[src/rtl/mem_access_unit_if.sv]
// Request/response and memory-port bundle for mem_access_unit.
// The slave modport is the unit's view; master is the datapath/memory side.
interface mem_access_unit_if;
    logic        ReqValid;
    logic        ReqReady;
    logic        ReqWrite;
    logic [1:0]  ReqSize;
    logic        ReqSigned;
    logic [31:0] ReqAddr;
    logic [31:0] ReqWData;
    logic        RespValid;
    logic [31:0] RespData;
    logic        RespFault;
    logic [31:0] MemAddress;
    logic [31:0] MemWriteData;
    logic        MemoryRead;
    logic        MemoryWrite;
    logic [31:0] MemReadData;

    modport slave (
        input  ReqValid, ReqWrite, ReqSize, ReqSigned, ReqAddr, ReqWData, MemReadData,
        output ReqReady, RespValid, RespData, RespFault,
        output MemAddress, MemWriteData, MemoryRead, MemoryWrite
    );

    modport master (
        output ReqValid, ReqWrite, ReqSize, ReqSigned, ReqAddr, ReqWData, MemReadData,
        input  ReqReady, RespValid, RespData, RespFault,
        input  MemAddress, MemWriteData, MemoryRead, MemoryWrite
    );
endinterface

[src/rtl/mem_access_unit.sv]
// Load/store sequencer for a word-addressed data memory: sub-word loads are
// lane-extracted, sub-word stores become read-modify-write, bad accesses fault.
module mem_access_unit #(
    parameter int DEPTH_WORDS = 64
) (
    input  logic              Clock,
    input  logic              Reset_L,
    mem_access_unit_if.slave  bus
);

    typedef enum logic [2:0] {
        IDLE    = 3'd0,
        RD      = 3'd1,
        RD_WAIT = 3'd2,
        WR      = 3'd3,
        DONE    = 3'd4
    } state_t;

    localparam logic [31:0] DEPTH_W = 32'(DEPTH_WORDS);

    state_t      r_state;
    state_t      w_next;

    logic        r_write;
    logic [1:0]  r_size;
    logic        r_signed;
    logic [31:0] r_addr;
    logic [31:0] r_wdata;

    logic        r_req_ready;
    logic        r_resp_valid;
    logic [31:0] r_resp_data;
    logic        r_resp_fault;
    logic [31:0] r_mem_addr;
    logic [31:0] r_mem_wdata;
    logic        r_mem_read;
    logic        r_mem_write;

    logic        w_accept;
    logic        w_fault;
    logic [31:0] w_addr_cur;
    logic [31:0] w_mem_addr;
    logic [31:0] w_mem_wdata;
    logic [31:0] w_resp_data;
    logic        w_resp_fault;

    function automatic logic access_fault(input logic [1:0] size, input logic [31:0] addr);
        logic f;
        case (size)
            2'b00:   f = 1'b0;
            2'b01:   f = addr[0];
            2'b10:   f = |addr[1:0];
            default: f = 1'b1;
        endcase
        if ({2'b00, addr[31:2]} >= DEPTH_W) begin
            f = 1'b1;
        end
        return f;
    endfunction

    // Little-endian lane select with optional sign extension.
    function automatic logic [31:0] lane_extract(input logic [31:0] word, input logic [1:0] size,
                                                 input logic [1:0] off, input logic sgn);
        logic [7:0]  b;
        logic [15:0] h;
        logic [31:0] res;
        b = word[{off, 3'b000} +: 8];
        h = off[1] ? word[31:16] : word[15:0];
        case (size)
            2'b00:   res = {{24{sgn & b[7]}}, b};
            2'b01:   res = {{16{sgn & h[15]}}, h};
            2'b10:   res = word;
            default: res = 32'h0000_0000;
        endcase
        return res;
    endfunction

    function automatic logic [31:0] lane_merge(input logic [31:0] word, input logic [31:0] data,
                                               input logic [1:0] size, input logic [1:0] off);
        logic [31:0] res;
        res = word;
        case (size)
            2'b00: res[{off, 3'b000} +: 8] = data[7:0];
            2'b01: begin
                if (off[1]) begin
                    res[31:16] = data[15:0];
                end else begin
                    res[15:0] = data[15:0];
                end
            end
            2'b10:   res = data;
            default: res = word;
        endcase
        return res;
    endfunction

    // Next-state decode and the values every registered output takes next cycle.
    always_comb begin
        w_next       = r_state;
        w_accept     = bus.ReqValid && r_req_ready;
        w_fault      = access_fault(bus.ReqSize, bus.ReqAddr);
        w_addr_cur   = (r_state == IDLE) ? bus.ReqAddr : r_addr;
        w_mem_addr   = 32'h0000_0000;
        w_mem_wdata  = 32'h0000_0000;
        w_resp_data  = 32'h0000_0000;
        w_resp_fault = 1'b0;

        case (r_state)
            IDLE: begin
                if (w_accept) begin
                    if (w_fault) begin
                        w_next = DONE;
                    end else if (bus.ReqWrite && (bus.ReqSize == 2'b10)) begin
                        w_next = WR;
                    end else begin
                        w_next = RD;
                    end
                end else begin
                    w_next = IDLE;
                end
            end
            RD:      w_next = RD_WAIT;
            RD_WAIT: w_next = r_write ? WR : DONE;
            WR:      w_next = DONE;
            DONE:    w_next = IDLE;
            default: w_next = IDLE;
        endcase

        if (w_next inside {RD, RD_WAIT, WR}) begin
            w_mem_addr = {w_addr_cur[31:2], 2'b00};
        end else begin
            w_mem_addr = 32'h0000_0000;
        end

        // A word store skips the read, so its data comes straight off the request.
        if (w_next == WR) begin
            if (r_state == IDLE) begin
                w_mem_wdata = bus.ReqWData;
            end else begin
                w_mem_wdata = lane_merge(bus.MemReadData, r_wdata, r_size, r_addr[1:0]);
            end
        end else begin
            w_mem_wdata = 32'h0000_0000;
        end

        if ((w_next == DONE) && (r_state == RD_WAIT) && !r_write) begin
            w_resp_data = lane_extract(bus.MemReadData, r_size, r_addr[1:0], r_signed);
        end else begin
            w_resp_data = 32'h0000_0000;
        end

        w_resp_fault = (r_state == IDLE) && (w_next == DONE);
    end

    // State register and registered outputs; reset drops the strobes immediately.
    always_ff @(posedge Clock or negedge Reset_L) begin
        if (!Reset_L) begin
            r_state      <= IDLE;
            r_req_ready  <= 1'b0;
            r_resp_valid <= 1'b0;
            r_resp_data  <= 32'h0000_0000;
            r_resp_fault <= 1'b0;
            r_mem_addr   <= 32'h0000_0000;
            r_mem_wdata  <= 32'h0000_0000;
            r_mem_read   <= 1'b0;
            r_mem_write  <= 1'b0;
        end else begin
            r_state      <= w_next;
            r_req_ready  <= (w_next == IDLE);
            r_resp_valid <= (w_next == DONE);
            r_resp_data  <= w_resp_data;
            r_resp_fault <= w_resp_fault;
            r_mem_addr   <= w_mem_addr;
            r_mem_wdata  <= w_mem_wdata;
            r_mem_read   <= (w_next == RD);
            r_mem_write  <= (w_next == WR);
        end
    end

    // Request fields captured at acceptance and held for the whole operation.
    always_ff @(posedge Clock or negedge Reset_L) begin
        if (!Reset_L) begin
            r_write  <= 1'b0;
            r_size   <= 2'b00;
            r_signed <= 1'b0;
            r_addr   <= 32'h0000_0000;
            r_wdata  <= 32'h0000_0000;
        end else if (w_accept) begin
            r_write  <= bus.ReqWrite;
            r_size   <= bus.ReqSize;
            r_signed <= bus.ReqSigned;
            r_addr   <= bus.ReqAddr;
            r_wdata  <= bus.ReqWData;
        end else begin
            r_write  <= r_write;
            r_size   <= r_size;
            r_signed <= r_signed;
            r_addr   <= r_addr;
            r_wdata  <= r_wdata;
        end
    end

    assign bus.ReqReady     = r_req_ready;
    assign bus.RespValid    = r_resp_valid;
    assign bus.RespData     = r_resp_data;
    assign bus.RespFault    = r_resp_fault;
    assign bus.MemAddress   = r_mem_addr;
    assign bus.MemWriteData = r_mem_wdata;
    assign bus.MemoryRead   = r_mem_read;
    assign bus.MemoryWrite  = r_mem_write;

endmodule

[src/flat_wrapper.sv]
// flat-port wrapper written by rule: the top's interface ports become plain ports
module mem_access_unit_flat 
#(
    parameter int DEPTH_WORDS = 64
)
  (Clock, Reset_L, bus_ReqValid, bus_ReqWrite, bus_ReqSize, bus_ReqSigned, bus_ReqAddr, bus_ReqWData, bus_MemReadData, bus_ReqReady, bus_RespValid, bus_RespData, bus_RespFault, bus_MemAddress, bus_MemWriteData, bus_MemoryRead, bus_MemoryWrite);
  mem_access_unit_if bus_i ();
  input  logic Clock;
  input  logic Reset_L;
  input wire logic [$bits(bus_i.ReqValid)-1:0] bus_ReqValid;
  input wire logic [$bits(bus_i.ReqWrite)-1:0] bus_ReqWrite;
  input wire logic [$bits(bus_i.ReqSize)-1:0] bus_ReqSize;
  input wire logic [$bits(bus_i.ReqSigned)-1:0] bus_ReqSigned;
  input wire logic [$bits(bus_i.ReqAddr)-1:0] bus_ReqAddr;
  input wire logic [$bits(bus_i.ReqWData)-1:0] bus_ReqWData;
  input wire logic [$bits(bus_i.MemReadData)-1:0] bus_MemReadData;
  output wire logic [$bits(bus_i.ReqReady)-1:0] bus_ReqReady;
  output wire logic [$bits(bus_i.RespValid)-1:0] bus_RespValid;
  output wire logic [$bits(bus_i.RespData)-1:0] bus_RespData;
  output wire logic [$bits(bus_i.RespFault)-1:0] bus_RespFault;
  output wire logic [$bits(bus_i.MemAddress)-1:0] bus_MemAddress;
  output wire logic [$bits(bus_i.MemWriteData)-1:0] bus_MemWriteData;
  output wire logic [$bits(bus_i.MemoryRead)-1:0] bus_MemoryRead;
  output wire logic [$bits(bus_i.MemoryWrite)-1:0] bus_MemoryWrite;
  assign bus_i.ReqValid = bus_ReqValid;
  assign bus_i.ReqWrite = bus_ReqWrite;
  assign bus_i.ReqSize = bus_ReqSize;
  assign bus_i.ReqSigned = bus_ReqSigned;
  assign bus_i.ReqAddr = bus_ReqAddr;
  assign bus_i.ReqWData = bus_ReqWData;
  assign bus_i.MemReadData = bus_MemReadData;
  assign bus_ReqReady = bus_i.ReqReady;
  assign bus_RespValid = bus_i.RespValid;
  assign bus_RespData = bus_i.RespData;
  assign bus_RespFault = bus_i.RespFault;
  assign bus_MemAddress = bus_i.MemAddress;
  assign bus_MemWriteData = bus_i.MemWriteData;
  assign bus_MemoryRead = bus_i.MemoryRead;
  assign bus_MemoryWrite = bus_i.MemoryWrite;
  mem_access_unit #(.DEPTH_WORDS(DEPTH_WORDS)) u_core (.Clock(Clock), .Reset_L(Reset_L), .bus(bus_i));
endmodule
[config.mk]
export PLATFORM = sky130hd
export DESIGN_NAME = mem_access_unit_flat
export DESIGN_NICKNAME = d
export VERILOG_FILES = /design/src/rtl/mem_access_unit_if.sv /design/src/rtl/mem_access_unit.sv /design/src/flat_wrapper.sv
export SDC_FILE = /design/constraint.sdc
export NUM_CORES = 1
export LEC_CHECK = 0
export ABC_AREA = 1
export ABC_CLOCK_PERIOD_IN_PS = 2600
export BUFFER_PORTS_ARGS = -buffer_cell sky130_fd_sc_hd__buf_2
export CORE_MARGIN = 1.5
export CORE_UTILIZATION = 54
export DETAILED_ROUTE_END_ITERATION = 12
export GPL_TIMING_DRIVEN = 0
export PLACE_DENSITY = 0.8
export SETUP_SLACK_MARGIN = 0.4
export SYNTH_ARGS = -nofsm -noshare
export SYNTH_HDL_FRONTEND = slang
export SYNTH_SLANG_ARGS = --single-unit
[constraint.sdc]
create_clock -name Clock -period 2.6 [get_ports Clock]
set_input_delay 0 -clock Clock [delete_from_list [all_inputs] [get_ports Clock]]
set_output_delay 0 -clock Clock [all_outputs]
set_load 0.02 [all_outputs]
# --- After elaboration in Yosys (flattened, before gate mapping) ---
# Cells that the tools add are included.
classes:
  addsub: 1
  n_lt_le_gt_ge: 1
  eq_ne: 11
  n_shift: 3
  mux: 18
  bitwise: 2
  reduce_logical: 12
op_table:
  columns: ["cell", "n"]
  rows:
  - ["case mux 32 bit (3 select lines)", 2]
  - ["two-way mux 32 bit", 5]
  - ["two-way mux 16 bit", 3]
  - ["bitwise mux 32 bit", 1]
  - ["variable shift 8 x 7 -> 32 bit, first input constant", 1]
  - ["indexed part select 32 x 6 -> 8 bit", 1]
  - ["indexed part select 8 x 7 -> 32 bit", 1]
  - [">= comparator 30 x 7 -> 1 bit, second input constant", 1]
  - ["equality test 3 x 2 -> 1 bit, second input constant", 4]
  - ["case mux 3 bit (4 select lines)", 1]
  - ["two-way mux 3 bit", 3]
  - ["negation 5 -> 7 bit", 1]
  - ["equality test 3 x 1 -> 1 bit, second input constant", 2]
  - ["zero test 3 bit", 2]
  - ["logical AND 1 bit", 5]
  - ["equality test 2 x 1 -> 1 bit, second input constant", 2]
  - ["equality test 2 bit, second input constant", 2]
  - ["zero test 2 bit", 2]
  - ["equality test 3 bit, second input constant", 1]
  - ["case mux 1 bit (3 select lines)", 1]
  - ["nonzero test 3 bit", 1]
  - ["bitwise AND 1 bit", 2]
  - ["two-way mux 2 bit", 1]
  - ["OR reduction 2 bit", 1]
  - ["2 further kinds", 2]
word_totals:
  reg_bits: 172
  in_bits: 103
  output_inout_bits: 101
  elab_cells: 62

# --- Logic depth before layout (Yosys ltp) ---
depth:
  word_depth: 10
  ltp_mapped: 11
  depth_no_buf: 10

# --- Worst setup path after synthesis ---
# OpenSTA, ideal clock, no wires.
synth_timing:
  kind: "reg-to-reg"
  from: "reg u_core.r_addr[1]"
  to: "reg u_core.r_mem_wdata[6], in the netlist u_core.bus.MemWriteData[6]"
  setup_ns: 0.069
  t_arrival_ns: 1.871
  t_required_ns: 2.531
  path_slack_ns: 0.660
  path_stages_with_launch: 11
  path_buffers: 1
  period_less_slack_ns: 1.940
  path_cell_list: "dfrtp_1 > inv_1 > clkbuf_1 > ha_1 > inv_1 > nand3_1 > o211ai_2 > nand2_1 > nand3_1 > nand2_1 > nor2_2"
synth_via:
  elab_chain_cells: 6
  word_cells_on_any_way: 8
  cone_classes: "1 x add/sub; 2 x shift; 5 x mux"
synth_lines:
  columns: ["item", "line_no", "text"]
  rows:
  - ["start: declaration", "mem_access_unit.sv:27", "logic [31:0] r_addr;"]
  - ["start signal: assignment", "mem_access_unit.sv:192", "r_addr <= bus.ReqAddr;"]
  - ["start signal: assignment", "mem_access_unit.sv:198", "r_addr <= r_addr;"]
  - ["negation 5 -> 7 bit", "mem_access_unit.sv:83", "2'b00: res[{off, 3'b000} +: 8] = data[7:0];"]
  - ["indexed part select 8 x 7 -> 32 bit / variable shift 8 x 7 -> 32 bit (equally long branches)", "mem_access_unit.sv:83", null]
  - ["bitwise mux 32 bit", "mem_access_unit.sv:83", null]
  - ["case mux 32 bit (3 select lines) (*)", "mem_access_unit.sv:82", "case (size)"]
  - ["two-way mux 32 bit (*)", "mem_access_unit.sv:137", "if (r_state == IDLE) begin"]
  - ["two-way mux 32 bit (*)", "mem_access_unit.sv:136", "if (w_next == WR) begin"]
  - ["via u_core.w_mem_wdata[6]", "mem_access_unit.sv:43", "logic [31:0] w_mem_wdata;"]
  - ["end signal: assignment", "mem_access_unit.sv:174", "r_mem_wdata <= w_mem_wdata;"]
  - ["end: declaration", "mem_access_unit.sv:35", "logic [31:0] r_mem_wdata;"]
# Mark *: on every way through the listed nets, which the timed path passes. The rest lies on a longest branch.
# A chain may end at the register's enable or synchronous reset.

# --- Final worst setup path ---
layout_timing:
  from: "reg u_core.r_req_ready, in the netlist u_core.bus.ReqReady"
  to: "reg u_core.r_addr[1]"
layout_via:
  elab_chain_cells: 1
layout_lines:
  columns: ["item", "line_no", "text"]
  rows:
  - ["start: declaration", "mem_access_unit.sv:30", "logic r_req_ready;"]
  - ["start signal: assignment", "mem_access_unit.sv:169", "r_req_ready <= (w_next == IDLE);"]
  - ["logical AND 1 bit", "mem_access_unit.sv:100", "w_accept = bus.ReqValid && r_req_ready;"]
# No other way between the ends.

==> summary.md <==
| Metric | Value |
|---|---|
| Status | `finished, final reports clean` |
| Met3 usage | `6.928%` |
| Slew Viols, Final | `0` |
| Die extent in x | `~130 um` |
| ANT nets after route | `0` |
| Distinct cells, synth | `36` |
| Worst path required time | `approximately 2.9 ns` |
| Final WL | `approximately 28 mm` |
| Synth Area in Simple Gates | `between 20% and 30%` |
| Post-CTS Setup Repair Bufs | `0` |
| Cell row count | `45` |
| FMAX | `480.1 MHz` |
| Max FO, Critical Path | `10` |
| Yosys warns | `0` |
| Residual DRC | `0` |
| Detailed Routing Iterations Pass 1 | `7` |
| Critical Path Source Type | `flop` |
| Final setup margin | `between 0.5 and 0.6 ns` |
| Clock buffer depth | `2` |
| Class of the most critical setup path | `flop to flop` |
| First-pass GRT wire length | `roughly 44 mm` |
| Post-route cell area | `~11000 um2` |
| Pre-CTS setup slack | `between 0.15 and 0.2 ns` |
| CP endpoint kind | `flop` |
| H-tree depth | `4` |
| Static Leak | `between 6 and 7 nW` |
| Flop2flop setup slack | `between 0.5 and 0.6 ns` |
| Layout Nets | `around 1500` |
| PwrDens | `around 640 nW/um2` |
| Clock slew at reported path FFs | `approximately 0.07 ns` |
| Complex-gate fraction of the synthesized area | `between 10% and 20%` |
| Via density | `approximately 5.6` |
| ANT cells | `0` |
| Synth Area in XOR/XNOR | `0%` |
| Worst Skew | `about 0.0063 ns` |
| Reg2Reg Depth | `5` |
| Clock Sinks | `between 150 and 200` |
| Met2 Resource Use GR | `about 57%` |
| Synth Cell Area | `8434 um2` |
| Crit Reg-Reg Endpoint | `u_core.r_addr[1]` |
| Most used routing layer | `met2` |
| HPWL Detailed | `between 15 and 20 mm` |
| Hold Path Class | `input port to flop` |
| Core box area | `15200 um2` |
| Synth Area in Adders | `less than 1%` |
| GR Util met1 | `between 40% and 50%` |
| Routability Congestion | `1.023` |
| Initial antenna violation count | `0` |
| Area contributors post-synth | `dfrtp_1 (50%), nand2_1 (15%), o21ai_0 (6.4%)` |
| Post-synthesis mux area share | `0%` |
| Vias in the first global route | `roughly 8300` |
| Post-layout minimum cycle time | `approximately 2.1 ns` |
| Worst Hold Endpoint | `u_core.bus.MemWriteData[0]` |
| Share of the synthesized area in the top cell type | `approximately half` |
| Rel. slew slack | `55.22%` |
| Routed wire per std cell | `18.15 um` |
| Max-cap violations | `0` |
| Total Routing Usage GR | `35.10%` |
| Placed Area | `slightly below 10000 um2` |
| Num CTS Buffers | `17` |
| Vias | `roughly 8700` |
| I/O Buffers | `between 200 and 250` |
| Tcrit/Tclk final | `80.12%` |
| Final setup fails | `0` |
| Mapped Cells | `between 1000 and 1500` |
| #FFs+latches synth | `170` |
| Initial detailed-routing violation count | `around 920` |
| Layout cells sized above 1 | `between 20% and 30%` |
| Final hold violations | `0` |
| Peak supply drop | `roughly 0.49 mV` |
| Clk_lat worst skew | `around 0.44 ns` |
| Root Driver | `clkbuf_16` |
| Area leader, netlist | `dfrtp_1` |
| RSZ-0062 raised after global routing | `false` |
| Hold path start | `bus_MemReadData[0]` |
| Top Ports | `204` |
| CTS tree | `done` |
| Area Growth Syn to Fin | `33.78%` |
| Worst Hold Path Cells | `5` |
| Reg2Reg Launch Point | `u_core.bus.ReqReady` |
| Die Y | `approximately 130 um` |
| Sequential element share of the synthesized area | `around half` |
| Starting Density | `between 50% and 60%` |
| Slew @ Worst Pin | `0.6716 ns` |
| Syn_area_per_cell | `between 8 and 9 um2` |
| Largest net degree at the start of global routing | `just under 90` |
| Critical Path AT | `between 2 and 2.5 ns` |
| Congestion Overflow GR | `0` |
| Largest family of logic cells by synthesized area | `simple AND/OR/NAND/NOR gates` |
| Die area | `roughly 16000 um2` |
-- sequential cells by signal (all words and copies together) (netlist names) --
name	flops
u_core.bus.MemAddress	30
u_core.r_write	1
u_core.r_signed	1
u_core.bus.MemoryRead	1
u_core.bus.MemWriteData	32
u_core.r_addr	32
u_core.bus.RespValid	1
u_core.bus.RespFault	1
u_core.bus.RespData	32
u_core.r_wdata	32
u_core.r_state	3
u_core.bus.ReqReady	1
u_core.r_size	2
u_core.bus.MemoryWrite	1
-- what timing repair did --
item,4_1_cts,5_1_grt
gates cloned,0,0
endpoints found under the hold margin,233,0
hold buffers,91,0
setup endpoints to repair,31,30
pin swaps,0,1
resized for setup,3,7
-- cells by family (layout without fill, tap and decap cells) --
| kind of cell | after synthesis | count (layout) |
|---|---|---|
| simple gates | 454 | 454 |
| other cells | 1 | 2 |
| compound gates | 248 | 248 |
| flops | 170 | 170 |
| buf+inv | 174 | 499 |
| fa+ha+maj | 5 | 5 |
-- final cells by class --
type                    count  area, um2
flip-flops and latches    170       4254
repair buffers            293       1954
well taps                 188      235.2
fillers                  1132       3919
clock inverters            12      162.7
plain buffers              59      345.3
inverters                 115      436.7
clock buffers              20      466.7
multi-input cells         709       3428
-- critical path, stage by stage (launching register included) --
cell and delay (ns):
dfrtp_1 0.38, nand2_1 0.30, clkbuf_1 0.51, clkbuf_1 0.55, nand2_1 0.13, o21ai_0 0.12
-- synth_stat cells (all sizes together) --
cell    instances
buf            31
o221ai          2
nand3b          1
a22oi           9
nand4           1
o21ai         118
clkbuf         28
nor2           69
dfrtp         170
o22ai          27
a21o            1
o211ai          1
ha              5
nor3            2
conb            1
a31oi          16
nand2         338
o311ai          4
a311oi          1
inv           115
o21a            2
a21oi          67
nand3          43
-- metal layers --
metal / vias up / part of all wire [%]
li1: 4014 / -
met1: 4129 / 42
met2: 490 / 47
met3: 65 / 8.3
met4: 0 / 3.0
met5: - / 0
-- per-stage QoR --
stage          TNS (ns)  total power [mW]  instances  hold slack, ns  utilization [%]
4_1_cts               0             7.114       1566        0.001569            74.15
3_3_place_gp    -168.95             4.304       1442          0.2077            63.67
2_1_floorplan         0             3.827       1053         -0.2956                -
5_1_grt               0             7.446       1566         0.01096            74.22
3_5_place_dp          0             4.337       1443         0.03543            63.92
6_report              0             7.183       1566        0.009540            74.22
-- placed cells by master (no fill, tap or decap), types with 7 or more instances in the layout --
cell,netlist,final
a21oi_1,46,46
a21oi_2,21,21
a22oi_1,9,9
a31oi_1,16,16
buf_2,11,211
buf_4,8,9
buf_6,10,10
clkbuf_1,28,27
clkbuf_16,0,17
dfrtp_1,170,170
dlygate4sd3_1,0,91
inv_1,110,109
nand2_1,329,328
nand2_2,6,7
nand3_1,42,41
nor2_1,44,44
nor2_2,22,21
o21ai_0,108,108
o21ai_1,10,10
o22ai_1,27,27
-- worst max path at each step --
stage | startpoint | to | slack [ns] | cells after the start
after global placement | Reset_L | u_core.r_wdata[21] | -1.01 | 1
final | u_core.bus.ReqReady | u_core.r_addr[1] | 0.52 | 5
after global routing | u_core.r_addr[1] | u_core.bus.MemWriteData[13] | 0.42 | 11
after CTS | u_core.r_addr[1] | u_core.bus.MemWriteData[6] | 0.40 | 10
after floorplan | u_core.r_addr[1] | u_core.bus.MemWriteData[6] | 0.66 | 10
after detailed placement | u_core.r_addr[1] | u_core.bus.MemWriteData[6] | 0.16 | 10
-- report_power, final --
group          switching (mW)  total (mW)  internal (mW)
clock                    1.11        2.71           1.60
combinational            1.01        1.55          0.533
sequential              0.117        2.93           2.81
total                    2.24        7.18           4.94
Note: power is estimated with default switching activity, not from simulation.
